[src/rtl/snake_body_engine.sv]
// Snake game core: shifting segment store, direction control with reversal rejection,
// growth on food, wall/self collision and a registered cell query. Macro: SNAKE_WRAP_EN.
module snake_body_engine #(
    parameter int MAX_LEN  = 16,
    parameter int INIT_LEN = 4,
    parameter int GRID_W   = 40,
    parameter int GRID_H   = 30,
    parameter int COORD_W  = 6,
    localparam int LEN_W   = $clog2(MAX_LEN + 1)
) (
    input  logic               CLK,
    input  logic               RESET,
    input  logic               tick,
    input  logic               BTN_L,
    input  logic               BTN_R,
    input  logic               BTN_U,
    input  logic               BTN_D,
    input  logic               restart,
    input  logic [COORD_W-1:0] food_x,
    input  logic [COORD_W-1:0] food_y,
    input  logic               food_valid,
    input  logic [COORD_W-1:0] q_x,
    input  logic [COORD_W-1:0] q_y,
    output logic               q_hit,
    output logic [COORD_W-1:0] head_x,
    output logic [COORD_W-1:0] head_y,
    output logic [LEN_W-1:0]   length,
    output logic [1:0]         state,
    output logic               eat,
    output logic               game_over
);

    typedef enum logic [1:0] {IDLE = 2'd0, RUN = 2'd1, DEAD = 2'd2} state_t;
    // Opposite directions differ only in bit 0.
    typedef enum logic [1:0] {DIR_R = 2'd0, DIR_L = 2'd1, DIR_U = 2'd2, DIR_D = 2'd3} dir_t;

    localparam logic [COORD_W-1:0] MAX_X  = COORD_W'(GRID_W - 1);
    localparam logic [COORD_W-1:0] MAX_Y  = COORD_W'(GRID_H - 1);
    localparam logic [COORD_W-1:0] MID_Y  = COORD_W'(GRID_H / 2);
    localparam logic [COORD_W-1:0] ONE    = COORD_W'(1);
    localparam logic [LEN_W-1:0]   INIT_L = LEN_W'(INIT_LEN);
    localparam logic [LEN_W-1:0]   MAX_L  = LEN_W'(MAX_LEN);

    state_t             state_reg, state_next;
    dir_t               dir_reg, dir_next, pend_reg, pend_next, req_dir;
    logic [LEN_W-1:0]   len_reg, len_next, body_lim;
    logic               eat_reg, eat_next, q_hit_reg;
    logic               step, reinit;
    logic               req_any, req_ok, at_edge, wall, food_hit, grow, self_hit;
    logic [COORD_W-1:0] seg_x [MAX_LEN];
    logic [COORD_W-1:0] seg_y [MAX_LEN];
    logic [COORD_W-1:0] nh_x, nh_y;
    logic [MAX_LEN-1:0] self_vec, q_vec;

    always_comb begin
        req_any = BTN_L | BTN_R | BTN_U | BTN_D;
        if (BTN_L)      req_dir = DIR_L;
        else if (BTN_R) req_dir = DIR_R;
        else if (BTN_U) req_dir = DIR_U;
        else            req_dir = DIR_D;
        req_ok = req_any && (req_dir != dir_t'(dir_reg ^ 2'b01));
    end

    // The step always follows pend, so a request made in the tick cycle waits a step.
    always_comb begin
        nh_x    = seg_x[0];
        nh_y    = seg_y[0];
        at_edge = 1'b0;
        case (pend_reg)
            DIR_R: begin at_edge = (seg_x[0] == MAX_X); nh_x = at_edge ? '0 : seg_x[0] + ONE; end
            DIR_L: begin at_edge = (seg_x[0] == '0); nh_x = at_edge ? MAX_X : seg_x[0] - ONE; end
            DIR_U: begin at_edge = (seg_y[0] == '0); nh_y = at_edge ? MAX_Y : seg_y[0] - ONE; end
            default: begin at_edge = (seg_y[0] == MAX_Y); nh_y = at_edge ? '0 : seg_y[0] + ONE; end
        endcase
    end

`ifdef SNAKE_WRAP_EN
    assign wall = 1'b0;
`else
    assign wall = at_edge;
`endif

    assign food_hit = food_valid && (nh_x == food_x) && (nh_y == food_y);
    assign grow     = food_hit && (len_reg != MAX_L);
    // The tail cell is vacated this step unless the snake grows.
    assign body_lim = grow ? len_reg : len_reg - LEN_W'(1);

    genvar gi;
    generate
        for (gi = 0; gi < MAX_LEN; gi++) begin : g_cmp
            assign self_vec[gi] = (LEN_W'(gi) < body_lim) && (seg_x[gi] == nh_x) && (seg_y[gi] == nh_y);
            assign q_vec[gi]    = (LEN_W'(gi) < len_reg) && (seg_x[gi] == q_x) && (seg_y[gi] == q_y);
        end
    endgenerate

    assign self_hit = |self_vec;

    always_comb begin
        state_next = state_reg;
        dir_next   = dir_reg;
        pend_next  = pend_reg;
        len_next   = len_reg;
        eat_next   = 1'b0;
        step       = 1'b0;
        reinit     = 1'b0;
        case (state_reg)
            IDLE: begin
                if (req_any) begin
                    state_next = RUN;
                    if (req_ok) pend_next = req_dir;
                end
            end
            RUN: begin
                if (req_ok) pend_next = req_dir;
                if (tick) begin
                    dir_next = pend_reg;
                    if (wall || self_hit) begin
                        state_next = DEAD;
                    end else begin
                        step     = 1'b1;
                        eat_next = food_hit;
                        if (grow) len_next = len_reg + LEN_W'(1);
                    end
                end
            end
            DEAD: begin
                if (restart) begin
                    state_next = IDLE;
                    dir_next   = DIR_R;
                    pend_next  = DIR_R;
                    len_next   = INIT_L;
                    reinit     = 1'b1;
                end
            end
            default: state_next = IDLE;
        endcase
    end

    always_ff @(posedge CLK or posedge RESET) begin
        if (RESET) begin
            state_reg <= IDLE;
            dir_reg   <= DIR_R;
            pend_reg  <= DIR_R;
            len_reg   <= INIT_L;
            eat_reg   <= 1'b0;
            q_hit_reg <= 1'b0;
        end else begin
            state_reg <= state_next;
            dir_reg   <= dir_next;
            pend_reg  <= pend_next;
            len_reg   <= len_next;
            eat_reg   <= eat_next;
            q_hit_reg <= reinit ? 1'b0 : |q_vec;
        end
    end

    always_ff @(posedge CLK or posedge RESET) begin
        if (RESET) begin
            for (int i = 0; i < MAX_LEN; i++) begin
                seg_x[i] <= (i < INIT_LEN) ? COORD_W'(INIT_LEN - 1 - i) : '0;
                seg_y[i] <= MID_Y;
            end
        end else if (reinit) begin
            for (int i = 0; i < MAX_LEN; i++) begin
                seg_x[i] <= (i < INIT_LEN) ? COORD_W'(INIT_LEN - 1 - i) : '0;
                seg_y[i] <= MID_Y;
            end
        end else if (step) begin
            for (int i = MAX_LEN - 1; i > 0; i--) begin
                seg_x[i] <= seg_x[i-1];
                seg_y[i] <= seg_y[i-1];
            end
            seg_x[0] <= nh_x;
            seg_y[0] <= nh_y;
        end
    end

    assign q_hit     = q_hit_reg;
    assign head_x    = seg_x[0];
    assign head_y    = seg_y[0];
    assign length    = len_reg;
    assign state     = state_reg;
    assign eat       = eat_reg;
    assign game_over = (state_reg == DEAD);

endmodule
[config.mk]
export PLATFORM = sky130hd
export DESIGN_NAME = snake_body_engine
export DESIGN_NICKNAME = d
export VERILOG_FILES = /design/src/rtl/snake_body_engine.sv
export SDC_FILE = /design/constraint.sdc
export NUM_CORES = 1
export LEC_CHECK = 0
export CELL_PAD_IN_SITES_DETAIL_PLACEMENT = 0
export CELL_PAD_IN_SITES_GLOBAL_PLACEMENT = 1
export CORE_MARGIN = 3
export CORE_UTILIZATION = 45
export DETAILED_ROUTE_END_ITERATION = 8
export GPL_TIMING_DRIVEN = 0
export PLACE_DENSITY_LB_ADDON = 0.1
export SKIP_LAST_GASP = 1
export SYNTH_ARGS = -nofsm -noshare
export SYNTH_HDL_FRONTEND = slang
export SYNTH_SLANG_ARGS = --single-unit
[constraint.sdc]
create_clock -name CLK -period 20 [get_ports CLK]
set_input_delay 4 -clock CLK [delete_from_list [all_inputs] [get_ports CLK]]
set_output_delay 4 -clock CLK [all_outputs]
set_load 0.05 [all_outputs]
Word level (Yosys, flattened, before mapping)
Index checks and enable logic that the tools add are counted.
{ "word_totals": {"regBits": 205, "word_cells": 282} }
{ "classes": {"add_sub_neg": 6, "n_lt_le_gt_ge": 32, "eq_ne": 80, "mux": 39, "bitwise": 4, "n_reduce_logical": 83} }
{ "op_table": {"columns": ["op", "n"], "rows": [
  ["6-bit equality test", 66],
  ["96-bit 2-to-1 mux", 4],
  ["4-bit by 5-bit < comparator with 1-bit output (first input constant)", 16],
  ["1-bit logical AND", 68],
  ["3-bit by 5-bit < comparator with 1-bit output (first input constant)", 8],
  ["16-bit OR reduction", 2],
  ["5-bit 2-to-1 mux", 5],
  ["6-bit 2-to-1 mux", 4],
  ["6-bit case mux with 2 select lines", 2],
  ["1-bit by 5-bit < comparator with 1-bit output (first input constant)", 4],
  ["2-bit by 5-bit < comparator with 1-bit output (first input constant)", 4],
  ["2-bit 2-to-1 mux", 9],
  ["6-bit by 1-bit adder with 6-bit output (second input constant)", 2],
  ["6-bit logical NOT", 2],
  ["2-bit != test (second input constant)", 6],
  ["2-bit case mux with 3 select lines", 2],
  ["6-bit by 1-bit subtractor with 6-bit output (second input constant)", 2],
  ["1-bit 2-to-1 mux", 10],
  ["5-bit case mux with 2 select lines", 1],
  ["6-bit by 5-bit equality test with 1-bit output (second input constant)", 1],
  ["6-bit equality test (second input constant)", 1],
  ["3-bit AND reduction", 2],
  ["5-bit by 1-bit adder with 5-bit output (second input constant)", 1],
  ["5-bit != test (second input constant)", 1],
  ["other kinds (15)", 21]
]} }

Depth between registers and ports, before layout
{ "depth": {"word_depth": 18, "mapped_depth": 23, "mapped_depth_nobuf": 15} }

Least setup slack after synthesis
Ideal clock, no wire load.
{ "synth_timing": {"path_kind": "input to register", "from": "input food_x[5]", "to": "register len_reg[3], in the netlist length[3]", "setup_ps": 133, "arrival_time_ps": 6884, "required_ps": 19867, "setup_slack_ps": 12983, "cell_stages": 17, "n_path_buf": 4, "path_cell_list": "xor2_1 o32a_1 a21oi_2 nand4b_1 nor4b_4 and3_1 buf_4 nand2_2 buf_6 o211ai_1 nand3_1 nor4b_4 nand2_1 buf_2 buf_2 o311ai_1 nand3_1"} }
{ "synth_via": {"elab_chain_len": 12, "elab_cells_between_ends": 58, "classes_between": "order compare: 16; eq/ne: 3; mux: 1; reduce/logical: 38"} }
{ "synth_rtl": {"columns": ["item", "line", "text"], "rows": [
  ["start, declared", "19", "input logic [COORD_W-1:0] food_x,"],
  ["6-bit equality test (*)", "83", "assign food_hit = food_valid && (nh_x == food_x) && (nh_y == food_y);"],
  ["1-bit logical AND (*) (2 in a row)", "83", null],
  ["1-bit logical AND (*)", "84", "assign grow = food_hit && (len_reg != MAX_L);"],
  ["5-bit 2-to-1 mux", "86", "assign body_lim = grow ? len_reg : len_reg - LEN_W'(1);"],
  ["1-bit by 5-bit < comparator with 1-bit output (tied with other cells)", "91", "assign self_vec[gi] = (LEN_W'(gi) < body_lim) && (seg_x[gi] == nh_x) && (seg_y[gi] == nh_y);"],
  ["1-bit logical AND (2 in a row)", "91", null],
  ["16-bit OR reduction", "96", "assign self_hit = |self_vec;"],
  ["1-bit logical OR", "117", "if (wall || self_hit) begin"],
  ["2-bit != test (no source line)", null, null],
  ["5-bit AND reduction (no source line) (*)", null, null],
  ["end signal, assigned", "151", "len_reg <= len_next;"],
  ["end, declared", "46", "logic [LEN_W-1:0] len_reg, len_next, body_lim;"]
]} }
Every way passes the cells marked *; elsewhere a longest branch is shown, timed or not.
A chain may end at the register's enable or synchronous reset.

Worst setup path in the final report
{ "layout_timing": {"from": "input food_x[5]", "to": "register seg_y (netlist bit head_y[5])"} }
{ "layout_via": {"elab_chain_len": 14, "elab_cells_between_ends": 59, "classes_between": "order compare: 16; eq/ne: 1; mux: 4; reduce/logical: 38"} }
{ "layout_rtl": {"columns": ["item", "line", "text"], "rows": [
  ["6-bit equality test (*)", "83", null],
  ["1-bit logical AND (*) (2 in a row)", "83", null],
  ["1-bit logical AND (*)", "84", null],
  ["5-bit 2-to-1 mux (*)", "86", null],
  ["1-bit by 5-bit < comparator with 1-bit output (tied with other cells)", "91", null],
  ["1-bit logical AND (2 in a row)", "91", null],
  ["16-bit OR reduction (*)", "96", null],
  ["1-bit logical OR (*)", "117", null],
  ["1-bit 2-to-1 mux (*)", "117", null],
  ["1-bit 2-to-1 mux (*)", "115", "if (tick) begin"],
  ["1-bit 2-to-1 mux (*)", "106", "case (state_reg)"],
  ["2-bit nonzero test (no source line) (*)", null, null],
  ["end signal, assigned by index", "171", "seg_y[i] <= seg_y[i-1];"],
  ["end, declared", "51", "logic [COORD_W-1:0] seg_y [MAX_LEN];"]
]} }
Marks and branches as above.

==> impl_metrics.yaml <==
outcome:
  status: "complete, no violations"
global_route:
  gr-usage-met2: 0.573
  grt_util_all_layers: 0.385
  overflow: 0
  grt_pass1_wl_microns: 99600
  grtUsageMet3: 0.112
  antenna_found_initial: 0
  grt_use_met1: 0.514
  grt_max_degree: 104
  top_usage_layer: "met2"
  grt_pass1_vias: 14200
placement:
  portBuffers: 42
  pre_cts_ws_ns: 11.34
  dp_hpwl_microns: 50400
  dp_cells: 2261
  gp_congestion: 0.979
routing:
  via_count: 14700
  drtPass1Iterations: 5
  drtIter0Drc: 1734
  vias_per_cell: 6.34
  drc: 0
  routed_wl_microns: 69500
  wl_per_cell_microns: 30.1
  drt.antenna.violating_nets: 0
setup_path:
  reg2reg_slack_ns: 13.35
  cp-endpoint: "head_y[5]"
  cp.buffers_inverters: 4
  worst_ep_arrival_time_ns: 8.72
  reg2regPathDepth: 19
  start_kind: "input pin"
  crit_chain: "clkdlybuf4s50_1, xor2_1, o32a_1, a21oi_2, nand4b_1, nor4b_4, nand3_1, o21ai_0, o21ai_0, o311ai_1, a32oi_1, nand2_1, buf_2, buf_2, buf_2, nand3_1, o21ai_0"
  required_ns: 20.41
  slowest_delay_ns: 0.51
  reg2reg_from: "head_x[0]"
  crit_fanout: 10
  cp-end-kind: "flip-flop"
  crit_type: "in -> reg"
  crit_slowest_cell: "clkdlybuf4s50_1"
  crit_start: "food_x[5]"
  path_delay_family: "compound AO/OA/AOI/OAI gates"
  rr_endpoint: "head_y[5]"
  critical_path_depth: 17
worst_hold_path:
  hp-class: "reg -> reg"
power_and_ir_drop:
  power.switching_mw: 1.70
  internal_power_mw: 1.58
  power.sequential.fraction: 0.264
  ir_drop_v: 0.0000906
  sw_frac_of_total: 0.518
  p_clk_frac: 0.149
  p_leak_nw: 6.75
  power_frac_comb: 0.587
  p_per_area_mw_per_mm2: 195
synthesis:
  synthesis.nets: 1818
  synth_top_cells_by_count: "xnor2_1 (267), nand2_1 (257), dfrtp_1 (136)"
  yosysMostFrequentCell: "xnor2_1"
  netlist_area_sq_mm: 0.0149
  async_flop_share: 1.00
  yosysSeqAreaShare: 0.349
  yosysTopAreaCellShare: 0.228
  synth_ff_type: "dfrtp_1"
  yosys.area.top_type: "dfrtp_1"
  syn_avg_cell_area_sq_um: 8.41
  ys_ff_latch: 205
  synth_area_leaders: "dfrtp_1 (23%), xnor2_1 (16%), dfstp_2 (12%)"
  ys_warn_count: 0
  synth_edf_count: 0
  synthCells: 1776
  synthDistinctLibCells: 90
die:
  die_height_microns: 188
  initial_core_util: 0.458
  std_cell_rows: 66
  ios: 55
  fp.dieArea_sq_mm: 0.0354
  core_area_sq_mm: 0.0326
  fp.dieW_microns: 188
final_layout:
  area_delta_synth_final_pct: 12.6
  finalNonFillerCells: 2310
  final_nets: 1890
  drive_gt1_frac: 0.111
  reg_top3: "seg_x: 90 flops, seg_y: 90 flops"
  antenna_cells: 0
timing:
  finClkSkew_ns: 0.0153
  worst_pin_slew_ns: 1.46
  max_freq_mhz: 120
  period_needed_ns: 8.31
  finalSetupTns_ns: 0
  rsz0062_at_grt: "no"
  hold_viol: 0
  fin_crit_sh: 0.415
  max-slew-margin-rel: 0.0269
  setup_ws_ns: 11.69
  setup_viol: 0
  final_max_slew_viol_count: 0
clock_tree:
  cts_tree: "done"
  clkTransAtPathRegs_ns: 0.07
  cts_hold_buf: 0
  clk_path_buf_depth: 3
  numCtsBuffers: 26
  root_buffer: "clkbuf_16"
  htree_levels: 1
  cts_resized: 0
  cts.sinks: 205
  postCtsSetupBuffers: 0
  clkLatencyLatePin_ns: 0.55
run:
  max_cap_viol_count: 0
## layout make-up
| class | count | area, sq um |
|---|---|---|
| well taps | 442 | 553 |
| clock inverters | 4 | 48.8 |
| plain buffers | 145 | 716 |
| fillers | 3233 | 15800 |
| clock buffers | 44 | 820 |
| inverters | 75 | 289 |
| multi-input cells | 1351 | 8720 |
| flip-flops and latches | 205 | 5220 |
| repair buffers | 44 | 453 |
## cells in the final DEF (no fill, tap or decap), types with 5 or more instances in the layout
master | netlist | final
clkbuf_16 | 0 | 27
clkdlybuf4s50_1 | 0 | 42
xor2_1 | 93 | 93
and4_1 | 5 | 5
nor2b_1 | 5 | 5
a21oi_1 | 32 | 32
nand3_1 | 131 | 131
o31a_1 | 5 | 5
or4_1 | 7 | 7
o21ai_0 | 130 | 130
buf_4 | 25 | 25
or3_1 | 8 | 8
and3_1 | 9 | 9
dfstp_2 | 69 | 69
o21ai_1 | 46 | 46
a2111oi_0 | 6 | 6
clkbuf_1 | 60 | 69
inv_1 | 74 | 73
nand2b_1 | 5 | 5
a31oi_1 | 11 | 11
nor2_1 | 34 | 34
nor3_1 | 34 | 34
o31ai_1 | 33 | 33
and2_1 | 10 | 10
xnor2_1 | 267 | 267
buf_2 | 43 | 43
dfrtp_1 | 136 | 136
ha_1 | 9 | 9
nor4_1 | 40 | 40
nand2_1 | 257 | 257
clkbuf_8 | 0 | 8
buf_1 | 13 | 13
nand4_1 | 62 | 62
## power groups by stage
| stage | Clock (mW) | Sequential [mW] | Combinational (mW) |
|---|---|---|---|
| 2_1_floorplan | 0 | 0.756 | 1.28 |
| 3_3_place_gp | 0 | 0.855 | 1.84 |
| 3_5_place_dp | 0 | 0.855 | 1.85 |
| 4_1_cts | 0.488 | 0.850 | 1.86 |
| 5_1_grt | 0.505 | 0.873 | 2.03 |
| 6_report | 0.488 | 0.865 | 1.92 |
## metal layers
metal	vias to the layer above	share of wire
li1	6285	-
met1	7186	0.40
met2	963	0.42
met3	221	0.12
met4	0	0.061
met5	-	0
## worst min-delay path by stage
| stage | from | end | slack, ns | cells past startpoint |
|---|---|---|---|---|
| final | seg_y[42] | seg_y[36] | 0.49 | 2 |
| after global routing | seg_y[74] | seg_y[68] | 0.51 | 2 |
| after detailed placement | seg_y[42] | seg_y[36] | 0.48 | 2 |
| after CTS | seg_y[42] | seg_y[36] | 0.48 | 2 |
| after global placement | seg_y[86] | seg_y[80] | 0.48 | 2 |
| after floorplan | seg_y[26] | seg_y[20] | 0.46 | 2 |
## worst reg2reg max path: cells and delay by family, from the launching register on
kind	cells	cell delay [ns]
AOI/OAI and AO/OA	5	1.40
muxes	1	0.86
DFF	1	0.60
and+or+nand+nor	5	1.52
xor gates and xnor gates	2	0.37
buffers and inverters	5	1.41
adders and majority gates	1	0.37
## per-stage QoR
step	hold slack [ns]	area [sq um]	power, mW	utilization
after floorplan	0.460	14900	2.04	-
after global placement	0.480	15900	2.70	0.488
after detailed placement	0.482	15900	2.70	0.489
after CTS	0.484	16800	3.20	0.515
after global routing	0.511	16800	3.41	0.516
final	0.486	16800	3.28	0.516
## cells by family (layout without fill, tap and decap cells)
family / count (synthesis) / in the layout / synth area share
AO/OA/AOI/OAI: 328 / 328 / 0.136
XOR/XNOR: 365 / 365 / 0.218
adder cells (fa/ha/maj): 9 / 9 / 0.00754
buffers and inverters: 220 / 312 / 0.0668
flip-flops: 205 / 205 / 0.349
multiplexers: 8 / 8 / 0.00586
AND/OR/NAND/NOR: 641 / 641 / 0.216
Power figures use the tool's default switching activity.
